## config.mk

```make
export PLATFORM = sky130hd
export DESIGN_NAME = decoder_host_driver
export DESIGN_NICKNAME = d
export VERILOG_FILES = /design/src/rtl/decoder_host_driver.sv
export SDC_FILE = /design/constraint.sdc
export NUM_CORES = 1
export LEC_CHECK = 0
export CAP_MARGIN = 10
export CORE_MARGIN = 1.5
export CORE_UTILIZATION = 40
export DETAILED_ROUTE_END_ITERATION = 16
export PLACE_DENSITY_LB_ADDON = 0.1
export SLEW_MARGIN = 20
export SYNTH_ARGS = -nofsm -noshare
export SYNTH_HDL_FRONTEND = slang
export SYNTH_SLANG_ARGS = --single-unit
export TNS_END_PERCENT = 1
```

## constraint.sdc

```tcl
create_clock -name clk -period 2.9 [get_ports clk]
set_input_delay 0.29 -clock clk [delete_from_list [all_inputs] [get_ports clk]]
set_output_delay 0.29 -clock clk [all_outputs]
set_load 0.02 [all_outputs]
```

## src/rtl/decoder_host_driver.sv

```systemverilog
// rtl/decoder_host_driver.sv - host-side framer/parser for the decoder byte-stream link
// Optional round-trip latency counter: DRIVER_LATENCY_COUNTER_EN.
module decoder_host_driver #(
    parameter int         GRID_WIDTH_X            = 4,
    parameter int         GRID_WIDTH_Z            = 1,
    parameter int         GRID_WIDTH_U            = 3,
    parameter int         TIMEOUT_CYCLES          = 65535,
    parameter logic [7:0] START_DECODING_MSG      = 8'hA5,
    parameter logic [7:0] MEASUREMENT_DATA_HEADER = 8'h5A,
    localparam int        MEAS_BYTES              = (GRID_WIDTH_X * GRID_WIDTH_Z + 7) / 8,
    localparam int        MEAS_W                  = 8 * MEAS_BYTES,
    localparam int        CORR_W                  = 2 * (GRID_WIDTH_X - 1) * GRID_WIDTH_Z + 1
                                                    + GRID_WIDTH_X * GRID_WIDTH_Z,
    localparam int        CORR_BYTES              = (CORR_W + 7) / 8
) (
    input  logic              clk,
    input  logic              reset,
    input  logic [MEAS_W-1:0] meas_data,
    input  logic              meas_valid,
    output logic              meas_ready,
    output logic [7:0]        tx_data,
    output logic              tx_valid,
    input  logic              tx_ready,
    input  logic [7:0]        rx_data,
    input  logic              rx_valid,
    output logic              rx_ready,
    output logic [CORR_W-1:0] corr_data,
    output logic              corr_valid,
    input  logic              corr_ready,
    output logic [7:0]        iteration_count,
    output logic [15:0]       cycle_count,
    output logic              stats_valid,
    output logic              busy,
    output logic              timeout_error
`ifdef DRIVER_LATENCY_COUNTER_EN
    ,
    output logic [31:0]       round_trip_cycles
`endif
);

    localparam int RW  = $clog2(GRID_WIDTH_U + 1);
    localparam int TW  = $clog2(TIMEOUT_CYCLES + 1);
    localparam int MBW = (MEAS_BYTES > 1) ? $clog2(MEAS_BYTES) : 1;
    localparam int CBW = (CORR_BYTES > 1) ? $clog2(CORR_BYTES) : 1;
    localparam logic [RW-1:0]  U_L      = RW'(GRID_WIDTH_U);
    localparam logic [RW-1:0]  U_LAST   = RW'(GRID_WIDTH_U - 1);
    localparam logic [MBW-1:0] MB_LAST  = MBW'(MEAS_BYTES - 1);
    localparam logic [CBW-1:0] CB_LAST  = CBW'(CORR_BYTES - 1);
    localparam logic [TW-1:0]  TO_LAST  = TW'(TIMEOUT_CYCLES - 1);

    typedef enum logic [2:0] {T_START, T_IDLE, T_HDR, T_LOAD, T_SEND, T_WAIT} tx_state_t;
    typedef enum logic [2:0] {R_ITER, R_CYC_HI, R_CYC_LO, R_CORR, R_OUT} rx_state_t;

    tx_state_t           tx_state, tx_state_n;
    rx_state_t           rx_state, rx_state_n;
    logic                tx_valid_n;
    logic [7:0]          tx_data_n;
    logic [MEAS_W-1:0]   meas_q, meas_q_n;
    logic [RW-1:0]       round_cnt, round_cnt_n;
    logic [MBW-1:0]      byte_cnt, byte_cnt_n;
    logic [CORR_BYTES*8-1:0] corr_sh;
    logic [CORR_BYTES*8+7:0] corr_cat;
    logic [CBW-1:0]      corr_idx;
    logic [RW-1:0]       rx_round;
    logic [TW-1:0]       wait_cnt;
    logic                rx_fire, frame_done, timeout_hit;

    // rx_ready is gated by reset so every output reads 0 while reset is held
    assign rx_ready    = reset && (rx_state != R_OUT);
    assign rx_fire     = rx_valid && rx_ready;
    assign corr_valid  = (rx_state == R_OUT);
    assign corr_data   = corr_sh[CORR_W-1:0];
    assign corr_cat    = {rx_data, corr_sh};
    assign frame_done  = corr_valid && corr_ready && (rx_round == U_LAST);
    assign timeout_hit = (tx_state == T_WAIT) && !rx_fire && !frame_done && (wait_cnt == TO_LAST);
    assign busy        = (tx_state == T_HDR) || (tx_state == T_LOAD) ||
                         (tx_state == T_SEND) || (tx_state == T_WAIT);

    generate
        if (CORR_BYTES * 8 > CORR_W) begin : g_pad
            logic unused_pad;
            assign unused_pad = ^corr_sh[CORR_BYTES*8-1:CORR_W];
        end
    endgenerate

    always_comb begin
        tx_state_n  = tx_state;
        tx_valid_n  = tx_valid;
        tx_data_n   = tx_data;
        meas_q_n    = meas_q;
        round_cnt_n = round_cnt;
        byte_cnt_n  = byte_cnt;
        meas_ready  = 1'b0;
        // Each byte is loaded into the register first, then held until taken
        case (tx_state)
            T_START: begin
                if (!tx_valid) begin
                    tx_valid_n = 1'b1;
                    tx_data_n  = START_DECODING_MSG;
                end else if (tx_ready) begin
                    tx_valid_n = 1'b0;
                    tx_state_n = T_IDLE;
                end
            end
            T_IDLE: if (meas_valid) tx_state_n = T_HDR;
            T_HDR: begin
                if (!tx_valid) begin
                    tx_valid_n = 1'b1;
                    tx_data_n  = MEASUREMENT_DATA_HEADER;
                end else if (tx_ready) begin
                    tx_valid_n = 1'b0;
                    tx_state_n = T_LOAD;
                end
            end
            T_LOAD: begin
                meas_ready = 1'b1;
                if (meas_valid) begin
                    meas_q_n    = meas_data;
                    round_cnt_n = round_cnt + 1'b1;
                    byte_cnt_n  = '0;
                    tx_state_n  = T_SEND;
                end
            end
            T_SEND: begin
                if (!tx_valid) begin
                    tx_valid_n = 1'b1;
                    tx_data_n  = meas_q[7:0];
                    meas_q_n   = meas_q >> 8;
                end else if (tx_ready) begin
                    tx_valid_n = 1'b0;
                    if (byte_cnt == MB_LAST) begin
                        if (round_cnt < U_L) begin
                            tx_state_n = T_LOAD;
                        end else begin
                            tx_state_n  = T_WAIT;
                            round_cnt_n = '0;
                        end
                    end else begin
                        byte_cnt_n = byte_cnt + 1'b1;
                    end
                end
            end
            T_WAIT: if (frame_done || timeout_hit) tx_state_n = T_IDLE;
            default: tx_state_n = T_START;
        endcase
    end

    always_ff @(posedge clk or negedge reset) begin
        if (!reset) begin
            tx_state  <= T_START;
            tx_valid  <= 1'b0;
            tx_data   <= '0;
            meas_q    <= '0;
            round_cnt <= '0;
            byte_cnt  <= '0;
        end else begin
            tx_state  <= tx_state_n;
            tx_valid  <= tx_valid_n;
            tx_data   <= tx_data_n;
            meas_q    <= meas_q_n;
            round_cnt <= round_cnt_n;
            byte_cnt  <= byte_cnt_n;
        end
    end

    always_comb begin
        rx_state_n = rx_state;
        case (rx_state)
            R_ITER:   if (rx_fire) rx_state_n = R_CYC_HI;
            R_CYC_HI: if (rx_fire) rx_state_n = R_CYC_LO;
            R_CYC_LO: if (rx_fire) rx_state_n = R_CORR;
            R_CORR:   if (rx_fire && corr_idx == CB_LAST) rx_state_n = R_OUT;
            R_OUT:    if (corr_ready) rx_state_n = (rx_round == U_LAST) ? R_ITER : R_CORR;
            default:  rx_state_n = R_ITER;
        endcase
        if (timeout_hit) rx_state_n = R_ITER;
    end

    always_ff @(posedge clk or negedge reset) begin
        if (!reset) begin
            rx_state        <= R_ITER;
            iteration_count <= '0;
            cycle_count     <= '0;
            stats_valid     <= 1'b0;
            corr_sh         <= '0;
            corr_idx        <= '0;
            rx_round        <= '0;
            wait_cnt        <= '0;
            timeout_error   <= 1'b0;
        end else begin
            rx_state    <= rx_state_n;
            stats_valid <= rx_fire && (rx_state == R_CYC_LO);
            if (rx_fire) begin
                case (rx_state)
                    R_ITER:   iteration_count    <= rx_data;
                    R_CYC_HI: cycle_count[15:8]  <= rx_data;
                    R_CYC_LO: cycle_count[7:0]   <= rx_data;
                    R_CORR: begin
                        corr_sh  <= corr_cat[CORR_BYTES*8+7:8];
                        corr_idx <= (corr_idx == CB_LAST) ? '0 : corr_idx + 1'b1;
                    end
                    default: ;
                endcase
            end
            if (corr_valid && corr_ready)
                rx_round <= (rx_round == U_LAST) ? '0 : rx_round + 1'b1;
            wait_cnt <= ((tx_state == T_WAIT) && !rx_fire) ? wait_cnt + 1'b1 : '0;
            if (timeout_hit) begin
                timeout_error <= 1'b1;
                rx_round      <= '0;
                corr_idx      <= '0;
                wait_cnt      <= '0;
            end
        end
    end

`ifdef DRIVER_LATENCY_COUNTER_EN
    logic [31:0] lat_cnt;
    logic        lat_run, hdr_fire, last_corr_byte;

    assign hdr_fire       = (tx_state == T_HDR) && tx_valid && tx_ready;
    assign last_corr_byte = rx_fire && (rx_state == R_CORR) && (corr_idx == CB_LAST) &&
                            (rx_round == U_LAST);

    always_ff @(posedge clk or negedge reset) begin
        if (!reset) begin
            lat_cnt           <= '0;
            lat_run           <= 1'b0;
            round_trip_cycles <= '0;
        end else begin
            if (hdr_fire) begin
                lat_cnt <= '0;
                lat_run <= 1'b1;
            end else if (lat_run) begin
                if (lat_cnt != 32'hFFFF_FFFF) lat_cnt <= lat_cnt + 32'd1;
                if (last_corr_byte) lat_run <= 1'b0;
            end
            if (timeout_hit) begin
                round_trip_cycles <= 32'hFFFF_FFFF;
                lat_run           <= 1'b0;
            end else if (frame_done) begin
                round_trip_cycles <= lat_cnt;
            end
        end
    end
`endif

endmodule

```

# Word-level counts from Yosys, hierarchy flattened
# Index checks and enable logic that the tools add are counted.
[word_totals]
reg_bits = 87
[op_classes]
n_reduce_logical = 34
eq_ne = 31
order_cmp = 1
n_mux = 50
addsub = 5
[ops]
columns = ["cell", "n"]
rows = [
  ["$mux 3", 17],
  ["$mux 8", 5],
  ["$mux 16", 2],
  ["$ne 2x2->1 const B", 14],
  ["$pmux 8 s3", 1],
  ["$mux 2", 9],
  ["$pmux 3 s6", 1],
  ["$add 16x1->16 const B", 1],
  ["$eq 16x16->1 const B", 1],
  ["$pmux 8 s2", 1],
  ["$ne 3x3->1 const B", 5],
  ["$pmux 3 s5", 1],
  ["$eq 3x2->1 const B", 4],
  ["$mux 1", 11],
  ["$reduce_and 10->1", 1],
  ["$reduce_and 2->1", 5],
  ["$eq 3x3->1 const B", 3],
  ["$logic_and 1x1->1", 9],
  ["$reduce_and 4->1", 2],
  ["$reduce_bool 2->1", 4],
  ["$eq 3x1->1 const B", 2],
  ["$logic_not 3->1", 2],
  ["$reduce_and 6->1", 1],
  ["$reduce_and 5->1", 1],
  ["other kinds (12)", 18],
]

# Depth between registers and ports, before layout
# Gate-level depths: netlist of run 1.
[logic_depth]
ltp_word = 10
mapped_depth = 7
mapped_depth_nobuf = 5

# Least setup slack after synthesis of run 1
# No wires, ideal clock.
[synth_path]
path_kind = "reg-to-reg"
start = "reg rx_state[1]"
end = "reg timeout_error"
required_ps = 2776
path_slack_ps = 1155
path_stages_with_launch = 7
setup_ps = 124
t_arrival_ps = 1621
period_less_slack_ps = 1745
path_cell_list = "dfrtp_1 > buf_6 > or3b_4 > clkinv_2 > and3_4 > and4b_4 > or2_1"
[synth_via]
word_cells_on_any_way = 11
classes_between = "eq/ne: 2; reduce/logical: 9"
[synth_rtl]
columns = ["element", "line", "rtl"]
rows = [
  ["from (decl)", "55", "rx_state_t rx_state, rx_state_n;"],
  ["from (signal assigned)", "191", "rx_state <= rx_state_n;"],
  ["$eq 3x3->1", "71", "assign corr_valid = (rx_state == R_OUT);"],
  ["named net corr_valid", "28", "output logic corr_valid,"],
  ["$logic_and 1x1->1 (2 in a row)", "74", "assign frame_done = corr_valid && corr_ready && (rx_round == U_LAST);"],
  ["$logic_not 1->1", "75", "assign timeout_hit = (tx_state == T_WAIT) && !rx_fire && !frame_done && (wait_cnt == TO_LAST);"],
  ["$logic_and 1x1->1 (2 in a row)", "75", ""],
  ["to (signal assigned)", "189", "timeout_error <= 1'b0;"],
  ["to (signal assigned)", "209", "timeout_error <= 1'b1;"],
  ["to (decl)", "34", "output logic timeout_error"],
]
# The timed path passes the listed nets, and every way through them passes these cells.
# A chain may end at the register's enable or synchronous reset.

# Final worst setup path of run 1
[layout_path]
start = "reg rx_state[1]"
end = "out rx_ready"
[layout_via]
elab_chain_cells = 2
[layout_rtl]
columns = ["element", "line", "rtl"]
rows = [
  ["$ne 3x3->1", "69", "assign rx_ready = reset && (rx_state != R_OUT);"],
  ["$logic_and 1x1->1", "69", ""],
  ["to (decl)", "26", "output logic rx_ready,"],
]
# No other way between the ends.

==> results of run 1 <==
==> layout make-up <==
class,instances,area (um^2),area share
flip-flops and latches,86,2150,0.450
multi-input cells,213,1520,0.317
repair buffers,73,726,0.152
well taps,129,161,0.0337
clock buffers,11,151,0.0316
clock inverters,5,63.8,0.0133
inverters,4,16.3,0.00340
==> report_power, final <==
group	internal (mW)	total, mW	switching [mW]
Clock	0.453	0.900	0.446
Sequential	1.66	2.02	0.352
Combinational	1.03	1.95	0.919
Total	3.15	4.86	1.72
==> kinds of logic after synthesis <==
kind of cell | share of synthesized area
mux | 0.120
fa+ha+maj | 0.00975
buf+inv | 0.0471
compound gates | 0.0605
xor+xnor | 0.0364
simple gates | 0.167
flops | 0.559
==> cells in the mapped netlist (2+ instances only) <==
cell type	n
a22o_1	4
and3b_1	2
nor3b_1	2
or3_1	2
nand3b_1	2
inv_1	3
o21ai_0	4
a21oi_1	11
a211oi_1	2
nand3_1	18
and2_1	5
nor2b_1	2
or2_1	2
dfrtp_1	86
buf_2	6
xor2_1	12
xnor2_1	4
buf_6	2
nor3_1	3
nand2_1	32
nand4_1	8
nor2_1	26
ha_1	3
mux2_2	41
buf_4	11
and4_1	4
clkbuf_1	7
nand2b_1	4
==> metal layers <==
metal,GRT usage,vias to the layer above,wire (um)
met3,0.0499,5,485
li1,-,1250,-
met2,0.243,58,3500
met5,0,-,0
met1,0.217,1242,3670
met4,0.0513,0,54
==> through the flow <==
stage | hold slack (ns) | cells | setup WS [ns] | util
2_1_floorplan | -0.00559 | 330 | 1.15 | -
3_3_place_gp | 0.190 | 504 | 0.774 | 0.491
3_5_place_dp | 0.183 | 504 | 0.754 | 0.491
4_1_cts | 0.375 | 521 | 0.565 | 0.516
5_1_grt | 0.387 | 521 | 0.524 | 0.516
6_report | 0.373 | 521 | 0.592 | 0.516
==> worst paths after layout <==
check                                   start       endpoint  slack (ns)
worst min-delay path                    reset    rx_state[0]        0.37
min in group clk                 meas_data[4]      meas_q[4]        0.46
worst min register to register  timeout_error  timeout_error        0.47
worst max register to register    wait_cnt[6]    wait_cnt[9]        0.98
max in group asynchronous               reset    wait_cnt[9]        1.32
worst max-delay path              rx_state[1]       rx_ready        0.59
==> worst register-to-register path, cell delays in order, from the launching register on <==
cell	delay, ns
dfrtp_1	0.44
and4_1	0.34
nand3_1	0.22
o31ai_4	0.66
nor2_1	0.11
==> sequential cells by signal (all words and copies together), names as in the netlist, 3 cells and up <==
register	cells
cycle_count	16
meas_q	8
corr_sh	16
rx_state	3
iteration_count	8
tx_state	3
wait_cnt	16
tx_data	8
==> impl_metrics.csv, run 1 <==
group,metric,value,unit
routing,vias_per_cell,4.90,
finish,area_growth,24.3,%
routing,first_pass_iters,4,
logic_synthesis,synth.cell_area,3850,um^2
sta,setup_tns,0,ns
setup_path,critPathMaxFanout,9,
power,ir_drop,0.491,mV
global_routing,grt_use_total,0.159,
sta,rsz0062_at_grt,"false",
floorplan,die_x,101,um
setup_path,path_class,"flop to primary output",
setup_path,cp-end-kind,"primary output",
clock_tree,cts-root-buf,"clkbuf_8",
clock_tree,ctsResizeCount,0,
setup_path,path_cells,"or3b_4, and2_1, clkdlybuf4s50_1",
routing,drc,0,
sta,finalClockSkew,0.0136,ns
finish,antenna_cells,0,
place,dpl.hpwl,5310,um
logic_synthesis,ys_top_cells_by_area,"dfrtp_1, mux2_2, nand2_1",
floorplan,die_h,101,um
floorplan,start_util,0.415,
floorplan,core-area,9280,um^2
logic_synthesis,ys_seq_area_frac,0.559,
sta,drv_slew,0,
setup_path,critPathTopFamily,"simple AND/OR/NAND/NOR gates",
finish,fin_nets,412,
clock_tree,cts_tree,"yes",
routing,drt-initial-drc-count,109,
place,port_buffers,71,
worst_hold_path,hp-class,"primary input to async pin",
power,cellLeakagePower,2.01,nW
floorplan,die_area,10200,um^2
sta,fin_crit_sh,0.796,
setup_path,cp.depth,3,
power,power,4.86,mW
logic_synthesis,synth_area_leader_cell,"dfrtp_1",
finish,final_cell_mix,"dfrtp_1, clkdlybuf4s50_1, mux2_2",
setup_path,reg2regPathDepth,4,
global_routing,first_global_vias,2563,
logic_synthesis,syn_inst,330,
place,place_area,4560,um^2
routing,finalWirelength,7710,um
finish,drive_above_1_share,0.173,
clock_tree,hold_buffers,1,
logic_synthesis,synth_edf_count,0,
setup_path,slowest_stage,"clkdlybuf4s50_1",
setup_path,cp_num_buf_inv,1,
global_routing,overflow,0,
routing,routedWlPerCell,14.8,um
logic_synthesis,async_flop_share,1.00,
power,power.density,1020,nW/um^2
clock_tree,post-cts-setup-buffers,0,
finish,fin_area,4790,um^2
status,status,"finished, final reports clean",
clock_tree,clockBufferDepth,2,
logic_synthesis,synth.avg_cell_area,11.7,um^2
floorplan,rows,35,
clock_tree,cts_htree_levels,3,
clock_tree,numCtsBuffers,9,
global_routing,antenna_found_initial,0,
sta,max_freq,433,MHz
logic_synthesis,synth_cell_types,50,
sta,layout_min_cycle_time,2.31,ns
logic_synthesis,ys_seq_elements,86,
setup_path,worstPathRequired,2.61,ns
setup_path,cpPeakStageDelay,0.53,ns
sta,worst_slew_pin_slew,0.941,ns
run,drv_cap,0,
clock_tree,clk_latency,0.35,ns
sta,hold_violations,0,
place,globalplace.congestion,0.772,
clock_tree,clk_pin_slew,0.09,ns
setup_path,crit_path_start_kind,"flop",
floorplan,num_io_pins,72,
global_routing,grt_pass1_wl,12700,um
clock_tree,clkSinkCount,86,
finish,fillers,854,
routing,dr_total_vias,2555,
logic_synthesis,syn_nets,355,
logic_synthesis,synth_top_flop_cell,"dfrtp_1",
logic_synthesis,synth_top_area_share,0.559,
global_routing,grt_max_degree,75,
finish,final_common_cell,"dfrtp_1",
logic_synthesis,synth_warnings,0,
sta,slew_headroom,0.372,
routing,final_antenna_net_count,0,
setup_path,cp.arrival,2.02,ns
sta,setup_viol,0,
Power figures use the tool's default switching activity.
==> run 2: changes to the inputs <==
==> constraint.sdc (replaced) <==
create_clock -name clk -period 2.2 [get_ports clk]
set_input_delay 0.22 -clock clk [delete_from_list [all_inputs] [get_ports clk]]
set_output_delay 0.22 -clock clk [all_outputs]
set_load 0.02 [all_outputs]
==> run 2 against run 1 <==
  * Non-clock buffer count is 6 higher
  * Critical endpoint is now meas_ready
  * Clock skew is 0.00055 ns lower
  * Wire length is 0.61% lower
  * Critical path type unchanged
  * Register-to-register slack worse by 0.56 ns
  * Largest power group unchanged
  * Die area unchanged
==> impl_metrics.csv, run 2 (synthesis gave the netlist of run 1 again) <==
group,metric,value,unit
power,swShare,0.354,
place,dp.cells,510,
finish,fin_nets,418,
routing,drc,0,
finish,fin_util,0.517,
setup_path,worstPathRequired,1.98,ns
global_routing,grt_pass1_wl,12900,um
routing,drt-initial-drc-count,86,
clock_tree,cts-root-buf,"clkbuf_8",
finish,antenna_cells,0,
sta,max_freq,496,MHz
sta,setup_viol,0,
power,seqPwrFrac,0.423,
floorplan,start_util,0.415,
floorplan,core-area,9280,um^2
clock_tree,cts_htree_levels,3,
setup_path,reg2regPathDepth,5,
floorplan,num_io_pins,72,
routing,finalWirelength,7660,um
setup_path,r2r_end,"timeout_error",
routing,vias_per_cell,4.98,
routing,dr_total_vias,2623,
sta,rsz0062_at_grt,"false",
global_routing,grt_use_total,0.163,
finish,drive_above_1_share,0.188,
finish,area_growth,24.7,%
routing,final_antenna_net_count,0,
sta,hold_ws,0.319,ns
power,ir_drop,0.934,mV
clock_tree,clockBufferDepth,2,
finish,final_common_cell,"dfrtp_1",
power,cellLeakagePower,2.03,nW
clock_tree,clk_pin_slew,0.09,ns
sta,worst_slew_pin_slew,0.883,ns
floorplan,die_x,101,um
power,clkPwrFrac,0.166,
floorplan,die_h,101,um
global_routing,grt_max_degree,71,
setup_path,path_class,"flop to primary output",
place,dpl.hpwl,5230,um
setup_path,r2r_slack,0.42,ns
setup_path,r2r-start,"rx_state[1]",
place,globalplace.congestion,0.735,
worst_hold_path,hp-class,"primary input to async pin",
global_routing,antenna_found_initial,0,
place,place_area,4610,um^2
power,power.share.combinational,0.411,
setup_path,critPathMaxFanout,19,
power,p_sw,2.22,mW
sta,finalClockSkew,0.0131,ns
power,intPower,4.05,mW
sta,fin_crit_sh,0.916,
finish,largestRegisters,"corr_sh: 16 flops, cycle_count: 16 flops, wait_cnt: 16 flops",
sta,drv_slew,0,
floorplan,rows,35,
sta,hold_violations,0,
finish,layoutNonFillerInstCount,527,
finish,fin_area,4800,um^2
clock_tree,post-cts-setup-buffers,0,
setup_path,cp-end-kind,"primary output",
clock_tree,numCtsBuffers,9,
routing,first_pass_iters,4,
global_routing,overflow,0,
setup_path,cp.arrival,1.80,ns
sta,layout_min_cycle_time,2.02,ns
power,power.density,1310,nW/um^2
sta,setup_tns,0,ns
status,status,"finished, final reports clean",
clock_tree,cts_tree,"yes",
clock_tree,clkSinkCount,86,
global_routing,first_global_vias,2675,
finish,final_cell_mix,"dfrtp_1, clkdlybuf4s50_1, mux2_2",
setup_path,crit_path_start_kind,"flop",
place,port_buffers,71,
run,drv_cap,0,
floorplan,die_area,10200,um^2
clock_tree,clk_latency,0.36,ns
sta,slew_headroom,0.411,
routing,routedWlPerCell,14.5,um
==> run 2: cell count changes in the layout (fill, tap and decap cells not counted) <==
cell | previous run | this run
dfrtp_1 | 86 | 84
dfrtp_2 | 0 | 2
bufinv_16 | 1 | 0
dlygate4sd2_1 | 0 | 2
clkinv_2 | 1 | 2
inv_6 | 2 | 1
clkbuf_1 | 0 | 1
clkdlybuf4s50_1 | 70 | 68
buf_4 | 2 | 8
==> run 2: repair_timing <==
action / in CTS / in global routing
gates resized for setup: 3 / 1
hold endpoints to repair: 16 / 0
cloned: 0 / 0
hold buffers: 1 / 0
setup endpoints to repair: 2 / 1
==> run 2: cell type report <==
cell class / instances / area [um^2]
inverter: 4 / 16.3
timing repair buffer: 79 / 768
clock buffer: 12 / 155
clock inverter: 4 / 30.0
multi-input combinational: 213 / 1520
tap: 129 / 161
fill: 871 / 4480
sequential: 86 / 2150
==> run 2: how the worst max path moves through the flow <==
stage / cells past startpoint / slack, ns / endpoint / from
floorplan: 6 / 0.45 / timeout_error / rx_state[1]
global placement: 4 / 0.28 / iteration_count[2] / rx_valid
detailed placement: 4 / 0.26 / cycle_count[9] / rx_valid
CTS: 2 / 0.06 / meas_ready / tx_state[2]
global route: 2 / 0.08 / meas_ready / tx_state[2]
finish: 2 / 0.18 / meas_ready / tx_state[2]
==> run 2: per-stage QoR <==
| stage | setup slack, ns | power [mW] |
|---|---|---|
| 3_5_place_dp | 0.260 | 5.29 |
| 2_1_floorplan | 0.455 | 4.26 |
| 3_3_place_gp | 0.276 | 5.24 |
| 4_1_cts | 0.0554 | 6.37 |
| 5_1_grt | 0.0792 | 6.70 |
| 6_report | 0.185 | 6.27 |
==> run 2: critical path, cell delays in order (launching register included) <==
cell and delay (ns):
dfrtp_2 0.53, and3b_1 0.31, clkdlybuf4s50_1 0.61
==> run 2: layer usage <==
layer / track usage / routed length (um) / up-vias
li1: - / - / 1259
met1: 0.207 / 3590 / 1307
met2: 0.255 / 3480 / 51
met3: 0.0707 / 507 / 6
met4: 0.0481 / 79 / 0
met5: 0 / 0 / -
==> run 2: power groups by stage <==
stage / Sequential, mW / Combinational, mW / Clock [mW]
after floorplan: 2.86 / 1.40 / 0
after global placement: 2.66 / 2.58 / 0
after detailed placement: 2.68 / 2.61 / 0
after CTS: 2.66 / 2.62 / 1.09
after global routing: 2.75 / 2.79 / 1.16
final: 2.65 / 2.58 / 1.04
